## src/rtl/tage_pkg.sv

```systemverilog
// Shared types and saturating-counter helpers for the TAGE base predictor.
// Pure declarations: no latency and no flow control.
package tage_pkg;

  localparam int TAGE_BASE_NUM_ENTRIES = 512;
  localparam int TAGE_BASE_CTR_WIDTH   = 2;
  localparam int TAGE_CTR_MAX_WIDTH    = 4;

  typedef logic [TAGE_CTR_MAX_WIDTH-1:0] ctr_max_t;

  typedef enum logic {
    INIT,
    RUN
  } tage_base_state_e;

  // Counters narrower than TAGE_CTR_MAX_WIDTH are carried zero-extended; w selects the real width.
  function automatic ctr_max_t sat_max(input int unsigned w);
    return ctr_max_t'((1 << w) - 1);
  endfunction

  function automatic ctr_max_t sat_inc(input ctr_max_t v, input int unsigned w);
    ctr_max_t top;
    top = sat_max(w);
    return (v >= top) ? top : ctr_max_t'(v + 1'b1);
  endfunction

  function automatic ctr_max_t sat_dec(input ctr_max_t v, input int unsigned w);
    return (v == '0) ? '0 : ctr_max_t'(v - 1'b1);
  endfunction

endpackage

```

## src/rtl/tage_base_table_if.sv

```systemverilog
// Predictor-client <-> base-table bundle: lookup, response, update and init control.
// Valid-only signalling; the table never back-pressures.
interface tage_base_table_if
  import tage_pkg::*;
#(
  parameter int IDX_WIDTH = $clog2(TAGE_BASE_NUM_ENTRIES),
  parameter int CTR_WIDTH = TAGE_BASE_CTR_WIDTH
);

  logic                 soft_init;
  logic                 init_busy;
  logic                 pred_valid;
  logic [IDX_WIDTH-1:0] pred_idx;
  logic                 pred_resp_valid;
  logic [CTR_WIDTH-1:0] pred_ctr;
  logic                 pred_taken;
  logic                 upd_valid;
  logic [IDX_WIDTH-1:0] upd_idx;
  logic                 upd_taken;
  logic [CTR_WIDTH-1:0] upd_ctr_old;

  modport master (
    output soft_init, pred_valid, pred_idx, upd_valid, upd_idx, upd_taken, upd_ctr_old,
    input  init_busy, pred_resp_valid, pred_ctr, pred_taken
  );

  modport slave (
    input  soft_init, pred_valid, pred_idx, upd_valid, upd_idx, upd_taken, upd_ctr_old,
    output init_busy, pred_resp_valid, pred_ctr, pred_taken
  );

endinterface

```

## src/rtl/tage_sdp_ram.sv

```systemverilog
// Simple dual-port RAM, one write port and one registered read port; read data 1 cycle after re.
// No back-pressure; same-address read/write returns the old contents.
module tage_sdp_ram #(
  parameter int DEPTH = 512,
  parameter int AW    = $clog2(DEPTH),
  parameter int DW    = 2
) (
  input  logic          clk,
  input  logic          we,
  input  logic [AW-1:0] waddr,
  input  logic [DW-1:0] wdata,
  input  logic          re,
  input  logic [AW-1:0] raddr,
  output logic [DW-1:0] rdata
);

  logic [DW-1:0] mem [DEPTH];

  always_ff @(posedge clk) begin
    if (we) begin
      mem[waddr] <= wdata;
    end
    if (re) begin
      rdata <= mem[raddr];
    end
  end

endmodule

```

## src/rtl/tage_base_table.sv

```systemverilog
// TAGE T0 bimodal table: 1-cycle registered lookup, saturating update, sweep init after reset/soft_init.
// No back-pressure (requests outside RUN are dropped); TAGE_BASE_BYPASS_EN forwards same-index updates.
module tage_base_table
  import tage_pkg::*;
#(
  parameter int NUM_ENTRIES = TAGE_BASE_NUM_ENTRIES,
  parameter int IDX_WIDTH   = $clog2(NUM_ENTRIES),
  parameter int CTR_WIDTH   = TAGE_BASE_CTR_WIDTH,
  parameter logic [CTR_WIDTH-1:0] INIT_VALUE = CTR_WIDTH'(1 << (CTR_WIDTH - 1))
) (
  input  logic clk,
  input  logic rst_n,
  tage_base_table_if.slave bus
);

  tage_base_state_e     state, state_nxt;
  logic [IDX_WIDTH-1:0] sweep_idx, sweep_idx_nxt;
  logic                 run;

  logic [CTR_WIDTH-1:0] upd_new;
  logic                 upd_we;
  logic                 pred_acc;

  logic                 ram_we;
  logic [IDX_WIDTH-1:0] ram_waddr;
  logic [CTR_WIDTH-1:0] ram_wdata;
  logic [CTR_WIDTH-1:0] ram_rdata;

  logic                 resp_valid;
  logic [CTR_WIDTH-1:0] ctr_hold;
  logic [CTR_WIDTH-1:0] rd_val;
  logic [CTR_WIDTH-1:0] pred_ctr;

  always_ff @(posedge clk or negedge rst_n) begin
    if (!rst_n) begin
      state     <= INIT;
      sweep_idx <= '0;
    end else begin
      state     <= state_nxt;
      sweep_idx <= sweep_idx_nxt;
    end
  end

  always_comb begin
    state_nxt     = state;
    sweep_idx_nxt = sweep_idx;
    case (state)
      INIT: begin
        if (bus.soft_init) begin
          sweep_idx_nxt = '0;
        end else if (sweep_idx == IDX_WIDTH'(NUM_ENTRIES - 1)) begin
          state_nxt     = RUN;
          sweep_idx_nxt = '0;
        end else begin
          sweep_idx_nxt = sweep_idx + 1'b1;
        end
      end
      RUN: begin
        if (bus.soft_init) begin
          state_nxt     = INIT;
          sweep_idx_nxt = '0;
        end
      end
      default: begin
        state_nxt     = INIT;
        sweep_idx_nxt = '0;
      end
    endcase
  end

  assign run      = (state == RUN);
  assign pred_acc = run & bus.pred_valid;

  // Saturated updates leave the counter unchanged, so they skip the RAM write entirely.
  assign upd_new = bus.upd_taken
                 ? CTR_WIDTH'(sat_inc(ctr_max_t'(bus.upd_ctr_old), CTR_WIDTH))
                 : CTR_WIDTH'(sat_dec(ctr_max_t'(bus.upd_ctr_old), CTR_WIDTH));
  assign upd_we  = run & bus.upd_valid & (upd_new != bus.upd_ctr_old);

  assign ram_we    = !run | upd_we;
  assign ram_waddr = run ? bus.upd_idx : sweep_idx;
  assign ram_wdata = run ? upd_new : INIT_VALUE;

  tage_sdp_ram #(
    .DEPTH (NUM_ENTRIES),
    .AW    (IDX_WIDTH),
    .DW    (CTR_WIDTH)
  ) u_ram (
    .clk   (clk),
    .we    (ram_we),
    .waddr (ram_waddr),
    .wdata (ram_wdata),
    .re    (pred_acc),
    .raddr (bus.pred_idx),
    .rdata (ram_rdata)
  );

`ifdef TAGE_BASE_BYPASS_EN
  logic                 byp_hit;
  logic [CTR_WIDTH-1:0] byp_dat;

  always_ff @(posedge clk or negedge rst_n) begin
    if (!rst_n) begin
      byp_hit <= 1'b0;
      byp_dat <= '0;
    end else begin
      byp_hit <= pred_acc & upd_we & (bus.pred_idx == bus.upd_idx);
      byp_dat <= upd_new;
    end
  end

  assign rd_val = byp_hit ? byp_dat : ram_rdata;
`else
  assign rd_val = ram_rdata;
`endif

  // RAM output has no reset, so a reset-clean copy supplies the held value between responses.
  always_ff @(posedge clk or negedge rst_n) begin
    if (!rst_n) begin
      resp_valid <= 1'b0;
      ctr_hold   <= '0;
    end else begin
      resp_valid <= pred_acc;
      if (resp_valid) begin
        ctr_hold <= rd_val;
      end
    end
  end

  assign pred_ctr            = resp_valid ? rd_val : ctr_hold;
  assign bus.pred_ctr        = pred_ctr;
  assign bus.pred_taken      = pred_ctr[CTR_WIDTH-1];
  assign bus.pred_resp_valid = resp_valid;
  assign bus.init_busy       = (state == INIT);

endmodule

```

## src/flat_wrapper.sv

```systemverilog
// flat-port wrapper written by rule: the top's interface ports become plain ports
module tage_base_table_flat import tage_pkg::*;
#(
  parameter int NUM_ENTRIES = TAGE_BASE_NUM_ENTRIES,
  parameter int IDX_WIDTH   = $clog2(NUM_ENTRIES),
  parameter int CTR_WIDTH   = TAGE_BASE_CTR_WIDTH,
  parameter logic [CTR_WIDTH-1:0] INIT_VALUE = CTR_WIDTH'(1 << (CTR_WIDTH - 1))
)
  (clk, rst_n, bus_soft_init, bus_pred_valid, bus_pred_idx, bus_upd_valid, bus_upd_idx, bus_upd_taken, bus_upd_ctr_old, bus_init_busy, bus_pred_resp_valid, bus_pred_ctr, bus_pred_taken);
  tage_base_table_if #(.IDX_WIDTH(IDX_WIDTH), .CTR_WIDTH(CTR_WIDTH)) bus_i ();
  input  logic clk;
  input  logic rst_n;
  input wire logic [$bits(bus_i.soft_init)-1:0] bus_soft_init;
  input wire logic [$bits(bus_i.pred_valid)-1:0] bus_pred_valid;
  input wire logic [$bits(bus_i.pred_idx)-1:0] bus_pred_idx;
  input wire logic [$bits(bus_i.upd_valid)-1:0] bus_upd_valid;
  input wire logic [$bits(bus_i.upd_idx)-1:0] bus_upd_idx;
  input wire logic [$bits(bus_i.upd_taken)-1:0] bus_upd_taken;
  input wire logic [$bits(bus_i.upd_ctr_old)-1:0] bus_upd_ctr_old;
  output wire logic [$bits(bus_i.init_busy)-1:0] bus_init_busy;
  output wire logic [$bits(bus_i.pred_resp_valid)-1:0] bus_pred_resp_valid;
  output wire logic [$bits(bus_i.pred_ctr)-1:0] bus_pred_ctr;
  output wire logic [$bits(bus_i.pred_taken)-1:0] bus_pred_taken;
  assign bus_i.soft_init = bus_soft_init;
  assign bus_i.pred_valid = bus_pred_valid;
  assign bus_i.pred_idx = bus_pred_idx;
  assign bus_i.upd_valid = bus_upd_valid;
  assign bus_i.upd_idx = bus_upd_idx;
  assign bus_i.upd_taken = bus_upd_taken;
  assign bus_i.upd_ctr_old = bus_upd_ctr_old;
  assign bus_init_busy = bus_i.init_busy;
  assign bus_pred_resp_valid = bus_i.pred_resp_valid;
  assign bus_pred_ctr = bus_i.pred_ctr;
  assign bus_pred_taken = bus_i.pred_taken;
  tage_base_table #(.NUM_ENTRIES(NUM_ENTRIES), .IDX_WIDTH(IDX_WIDTH), .CTR_WIDTH(CTR_WIDTH), .INIT_VALUE(INIT_VALUE)) u_core (.clk(clk), .rst_n(rst_n), .bus(bus_i));
endmodule
```

## config.mk

```make
export PLATFORM = sky130hd
export DESIGN_NAME = tage_base_table_flat
export DESIGN_NICKNAME = d
export VERILOG_FILES = /design/src/rtl/tage_pkg.sv /design/src/rtl/tage_base_table_if.sv /design/src/rtl/tage_sdp_ram.sv /design/src/rtl/tage_base_table.sv /design/src/flat_wrapper.sv
export SDC_FILE = /design/constraint.sdc
export NUM_CORES = 1
export LEC_CHECK = 0
export CELL_PAD_IN_SITES_DETAIL_PLACEMENT = 0
export CELL_PAD_IN_SITES_GLOBAL_PLACEMENT = 1
export CORE_UTILIZATION = 40
export CTS_CLUSTER_DIAMETER = 150
export DETAILED_ROUTE_END_ITERATION = 10
export PLACE_DENSITY_LB_ADDON = 0.25
export SLEW_MARGIN = 20
export SYNTH_ARGS = -nofsm -noshare
export SYNTH_HDL_FRONTEND = slang
export SYNTH_HIERARCHICAL = 1
export SYNTH_SLANG_ARGS = --single-unit
export TNS_END_PERCENT = 5
```

## constraint.sdc

```tcl
create_clock -name clk -period 23.7 [get_ports clk]
set_input_delay 4.74 -clock clk [delete_from_list [all_inputs] [get_ports clk]]
set_output_delay 4.74 -clock clk [all_outputs]
set_load 0.02 [all_outputs]
```

=== Yosys cells after proc, flatten, opt, wreduce, memory -nomap -nowiden ===
Memories as Yosys holds them, arrays and structs flattened. A register that Yosys moved wholly into a read port is not among the register bits.
Index checks and enable logic that the tools add are counted.

* Add/sub/neg operators: 3
* Magnitude comparators: 1
* Equality and inequality tests: 3
* Multiplexer cells: 16
* Bitwise operators: 5
* Reductions and logical operators: 2

{| class="wikitable"
|+ Operator list
! kind !! count
|-
| two-way mux 9 bit || 4
|-
| case mux 9 bit (2 select lines) || 1
|-
| two-way mux 2 bit || 5
|-
| adder 9 x 1 -> 9 bit, second input constant || 1
|-
| == test 9 bit, second input constant || 1
|-
| two-way mux 1 bit || 5
|-
| AND 1 bit || 3
|-
| adder 2 x 1 -> 2 bit, second input constant || 1
|-
| >= comparator 2 bit, second input constant || 1
|-
| logical NOT 2 bit || 1
|-
| inequality test 2 bit || 1
|-
| inequality test 2 bit, second input constant || 1
|-
| case mux 1 bit (2 select lines) || 1
|-
| subtractor 2 x 1 -> 2 bit, second input constant || 1
|-
| logical NOT 1 bit || 1
|-
| NOT 1 bit || 1
|-
| bitwise OR 1 bit || 1
|}

* Register bits after elaboration: 13
* RAM bits: 1024
* Bits of input ports: 26
* Output and inout bits: 5
* Logic and storage cells: 35
* Memories: 1

{| class="wikitable"
|+ Memory list
! name !! depth !! bits a word !! rd ports !! clocked after Yosys merged registers in !! write ports !! RTL line !! RTL
|-
| u_core.u_ram.mem || 512 || 2 || 1 || 1 || 1 || tage_sdp_ram.sv:17 || <nowiki>logic [DW-1:0] mem [DEPTH];</nowiki>
|}

=== Longest topological paths before layout ===
* Word-level depth: 8
* Gate-level depth with buffers: 12

=== By module ===
The synthesis kept the hierarchy.

{| class="wikitable"
|+ Modules (own cells, without submodules)
! module !! instances !! cells each !! area an instance (um2) !! sequential area each (um2)
|-
| tage_sdp_ram || 1 || 2608 || 42334.4 || 30809.5
|-
| tage_base_table || 1 || 91 || 824.5 || 325.3
|}

=== Worst setup path after synthesis ===
No wires, ideal clock.

* Path type: input to register
* Start point: in bus_upd_ctr_old[1]
* End point: mem u_core.u_ram.mem[0][1], data pin
* Arrival: 24.554 ns
* Data required time: 19.529 ns
* Setup slack: -5.025 ns
* Stages: 2
* Path through: a21oi_1 > o21ai_0

* Cells in the longest elaborated chain, start to end: 4
* Elaborated cells between the ends (all ways): 8
* Those cells by class: 2 x add/sub; 1 x order compare; 4 x mux; 1 x reduce/logical

{| class="wikitable"
|+ RTL lines
! item !! RTL line !! RTL
|-
| start: declaration || flat_wrapper.sv:19 || <nowiki>input wire logic [$bits(bus_i.upd_ctr_old)-1:0] bus_upd_ctr_old;</nowiki>
|-
| subtractor 2 x 1 -> 2 bit, or another cell as far along || tage_pkg.sv:28 || <nowiki>return (v == '0) ? '0 : ctr_max_t'(v - 1'b1);</nowiki>
|-
| two-way mux 2 bit (on tied branches) || tage_pkg.sv:28, tage_pkg.sv:24 ||
|-
| two-way mux 2 bit * || tage_base_table.sv:76 || <nowiki>? CTR_WIDTH'(sat_inc(ctr_max_t'(bus.upd_ctr_old), CTR_WIDTH))</nowiki>
|-
| two-way mux 2 bit * || tage_base_table.sv:82 || <nowiki>assign ram_wdata = run ? upd_new : INIT_VALUE;</nowiki>
|-
| via u_core.ram_wdata[1] || tage_base_table.sv:26 || <nowiki>logic [CTR_WIDTH-1:0] ram_wdata;</nowiki>
|-
| end: declaration || tage_sdp_ram.sv:17 ||
|}

The timed path passes the listed nets; every way through them passes the cells marked *.

==> impl_metrics.py <==
metrics = {
    "floorplan": {
        "core-area_um2": 107000,
        "die_h_um": 330,
        "start_util_pct": 40.3,
        "pin_count": 31,
        "die-area_um2": 109000,
        "die_x_um": 330,
        "rows": 120,
    },
    "clocking": {
        "htreeDepth": 3,
        "cts.repair.resized": 0,
        "clk_pin_slew_worst_paths_ns": 0.06,
        "cts_tree": "built",
        "cts_buffers": 106,
        "cts_buffer_depth": 3,
        "worstSkewPairLatency_ns": 0.68,
        "cts_setup_buffers": 0,
        "root_buffer": "clkbuf_16",
        "clock-sinks": 1039,
        "hold_buffers": 0,
    },
    "placement": {
        "place.gp.congestion": 0.822,
        "hpwlAfterDp_um": 64800,
        "place.port_buffers": 30,
        "dpl-instance-area_um2": 44500,
    },
    "setup_path": {
        "critPathMaxFanout": 100,
        "endpoint_kind": "flop",
        "cp.arrival_ns": 10.08,
        "crit_type": "in2reg",
        "required_ns": 24.25,
        "cp-start-kind": "input port",
        "ff2ff_setup_slack_ns": 20.17,
    },
    "cells_and_area": {
        "final_area_um2": 48200,
        "drive_gt1_share_pct": 13.6,
        "antennaDiodeCount": 0,
        "area_growth_pct": 11.6,
        "nets": 2702,
    },
    "synth": {
        "yosysUniqueCellTypes": 65,
        "synth_compound_area_share_pct": 4.90,
        "synthCells": 2699,
        "seq_area_frac_synth_pct": 72.1,
        "synth_nets": 2727,
        "synth-seq-cells": 1039,
        "yosys_warnings": 6,
        "synth_edf_count": 1026,
        "synthSimpleGateAreaFrac_pct": 7.28,
        "synthAdderAreaFrac_pct": 0.0580,
        "synthTopCellsByArea": "edfxtp_1 71%, mux4_2 6.7%, mux2i_1 5.9%",
        "syn_area_per_cell_um2": 16.0,
        "synth_top_family_by_area": "multiplexers",
        "synth_xor_area_share_pct": 0,
        "async_flop_share_pct": 1.25,
        "syn_area_um2": 43200,
        "yosysTopAreaCell": "edfxtp_1",
        "synth.mux.area_fraction_pct": 12.9,
        "synth_flop_cell": "edfxtp_1",
        "yosys.area.top_type_share_pct": 71.4,
    },
    "power_and_ir_drop": {
        "ir_drop_v": 0.0000727,
        "power.density_nw_per_um2": 80.2,
        "leakage_nw": 15.4,
        "finalPower_mw": 3.86,
    },
    "global_routing": {
        "grt_usage_pct": 21.5,
        "antenna_found_initial": 4,
        "grt_pass1_vias": 25100,
        "grt_remaining_overflow": 0,
        "grt_max_degree": 255,
        "grt_pass1_wl_um": 170000,
    },
    "routing": {
        "vias_per_cell": 5.87,
        "wirelength_um": 117000,
        "vias": 24400,
        "first_iter_violations": 2413,
        "drc": 0,
        "final_antenna_net_count": 0,
        "wl_per_cell_um": 28.1,
        "first_pass_iters": 6,
    },
    "timing": {
        "fin_crit_ns": 9.53,
        "fin_tns_setup_ns": 0,
        "worst_pin_slew_ns": 1.09,
        "final.period_utilization_pct": 40.2,
        "finalSetupViolations": 0,
        "rsz0062_at_grt": "false",
        "drv_slew": 0,
        "skew_ns": 0.0270,
        "fmax_mhz": 105,
        "final_hold_viol_count": 0,
        "holdWs_ns": 0.505,
        "timing.slew.headroom_pct": 26.8,
    },
    "worst_hold_path": {
        "hold_class": "reg2reg",
    },
    "run": {
        "drv_cap": 0,
    },
    "run_status": {
        "status": "complete, no violations",
    },
}
-- stage by stage --
step | setup slack [ns] | util, % | std cells
detailed placement | 13.51 | 41.6 | 3966
floorplan | 2.23 | - | 2699
global route | 13.81 | 45.0 | 4165
global placement | 13.64 | 41.6 | 3966
CTS | 14.23 | 44.9 | 4162
finish | 14.17 | 45.0 | 4165
-- cells in the mapped netlist (all sizes together), types with 2 or more instances --
library cell     n
a2111oi          3
a211oi          11
a21oi           48
a221o            2
a221oi           7
a22oi            2
a311o            2
a31oi            4
and2             7
and3             6
buf            103
clkbuf         100
clkinv           2
dfrtp           13
edfxtp        1026
ha               2
inv              6
mux2            13
mux2i          253
mux4           128
nand2           71
nand2b           3
nand3           20
nand3b           4
nand4            9
nor2           553
nor2b            6
nor3            46
nor3b            5
nor4            10
o211ai           6
o21a             2
o21ai           42
o221ai         110
o22ai           43
o311ai           2
o32ai            3
or3              7
or4              5
-- path summary, 6_finish.rpt --
check                      depth (start not counted)                       to                from
max                                               12    u_core/u_ram/rdata[1]     bus_pred_idx[0]
min                                                1       u_core/ctr_hold[0]  u_core/ctr_hold[0]
max reg2reg                                        7  u_core/u_ram/mem[23][0]          u_core/run
min reg2reg                                        1       u_core/ctr_hold[0]  u_core/ctr_hold[0]
max in group asynchronous                          1      u_core/sweep_idx[7]               rst_n
min in group asynchronous                          1      u_core/sweep_idx[1]               rst_n
-- sequential cells by signal (all words and copies together) (netlist names) --
signal                      cells
u_core/bus.pred_resp_valid      1
u_core/ctr_hold                 2
u_core/run                      1
u_core/sweep_idx                9
u_core/u_ram/mem             1024
u_core/u_ram/rdata              2
-- report_power, final --
group / internal [mW] / switching [mW]
Sequential: 1.99 / 0.000950
Combinational: 0.0569 / 0.114
Clock: 0.992 / 0.709
-- critical path: stages --
cell,delay (ns)
buf_8,0.59
buf_12,0.60
buf_4,0.77
buf_4,0.92
mux2i_1,0.19
o221ai_1,0.26
nor3_1,0.09
or4_1,0.53
a211oi_1,0.24
nand4_1,0.26
nor3_1,0.47
or4_1,0.17
-- kinds of logic after synthesis --
| logic type | after synthesis |
|---|---|
| multiplexers | 394 |
| adder cells (fa/ha/maj) | 2 |
| AND/OR/NAND/NOR | 758 |
| AO/OA/AOI/OAI | 295 |
| buffers and inverters | 211 |
| flip-flops | 1039 |
-- placed cells by master, fill, tap and decap left out, types with 5 or more instances in the layout --
cell             count
o22ai_1             43
clkbuf_1            13
nor2_1             551
clkdlybuf4s50_1     27
mux4_2             128
bufinv_16           15
mux2_2              13
a221oi_1             7
or3_1                7
clkbuf_16          107
inv_6                8
a211oi_1            11
nor4_1              10
o21ai_0             39
buf_4               33
clkinvlp_4           6
mux2i_1            253
clkinv_1            23
nand2_4              9
and3_1               5
o221ai_1           110
o211ai_1             6
nand4_1              9
and2_1               7
inv_1                6
nor3_1              46
nand2_1             58
or4_1                5
edfxtp_1          1026
clkinv_2            19
dfrtp_1             13
nand3_1             15
a21oi_1             47
-- area by class of cell --
cell class,count,area (µm²)
repair buffers,70,701
inverters,8,30.0
clock inverters,76,811
flip-flops and latches,1039,31100
well taps,1403,1760
clock buffers,120,2730
fillers,9306,58900
multi-input cells,1449,11000
-- per-layer routing --
layer,track usage (%),up-vias,wire length [µm],share of wire (%)
met5,0,-,46,0.039
met4,6.51,6,3180,2.7
met3,2.79,188,7450,6.4
met2,36.4,930,58600,50
met1,28.9,12800,47700,41
li1,-,10500,-,-
Power figures use the tool's default switching activity.
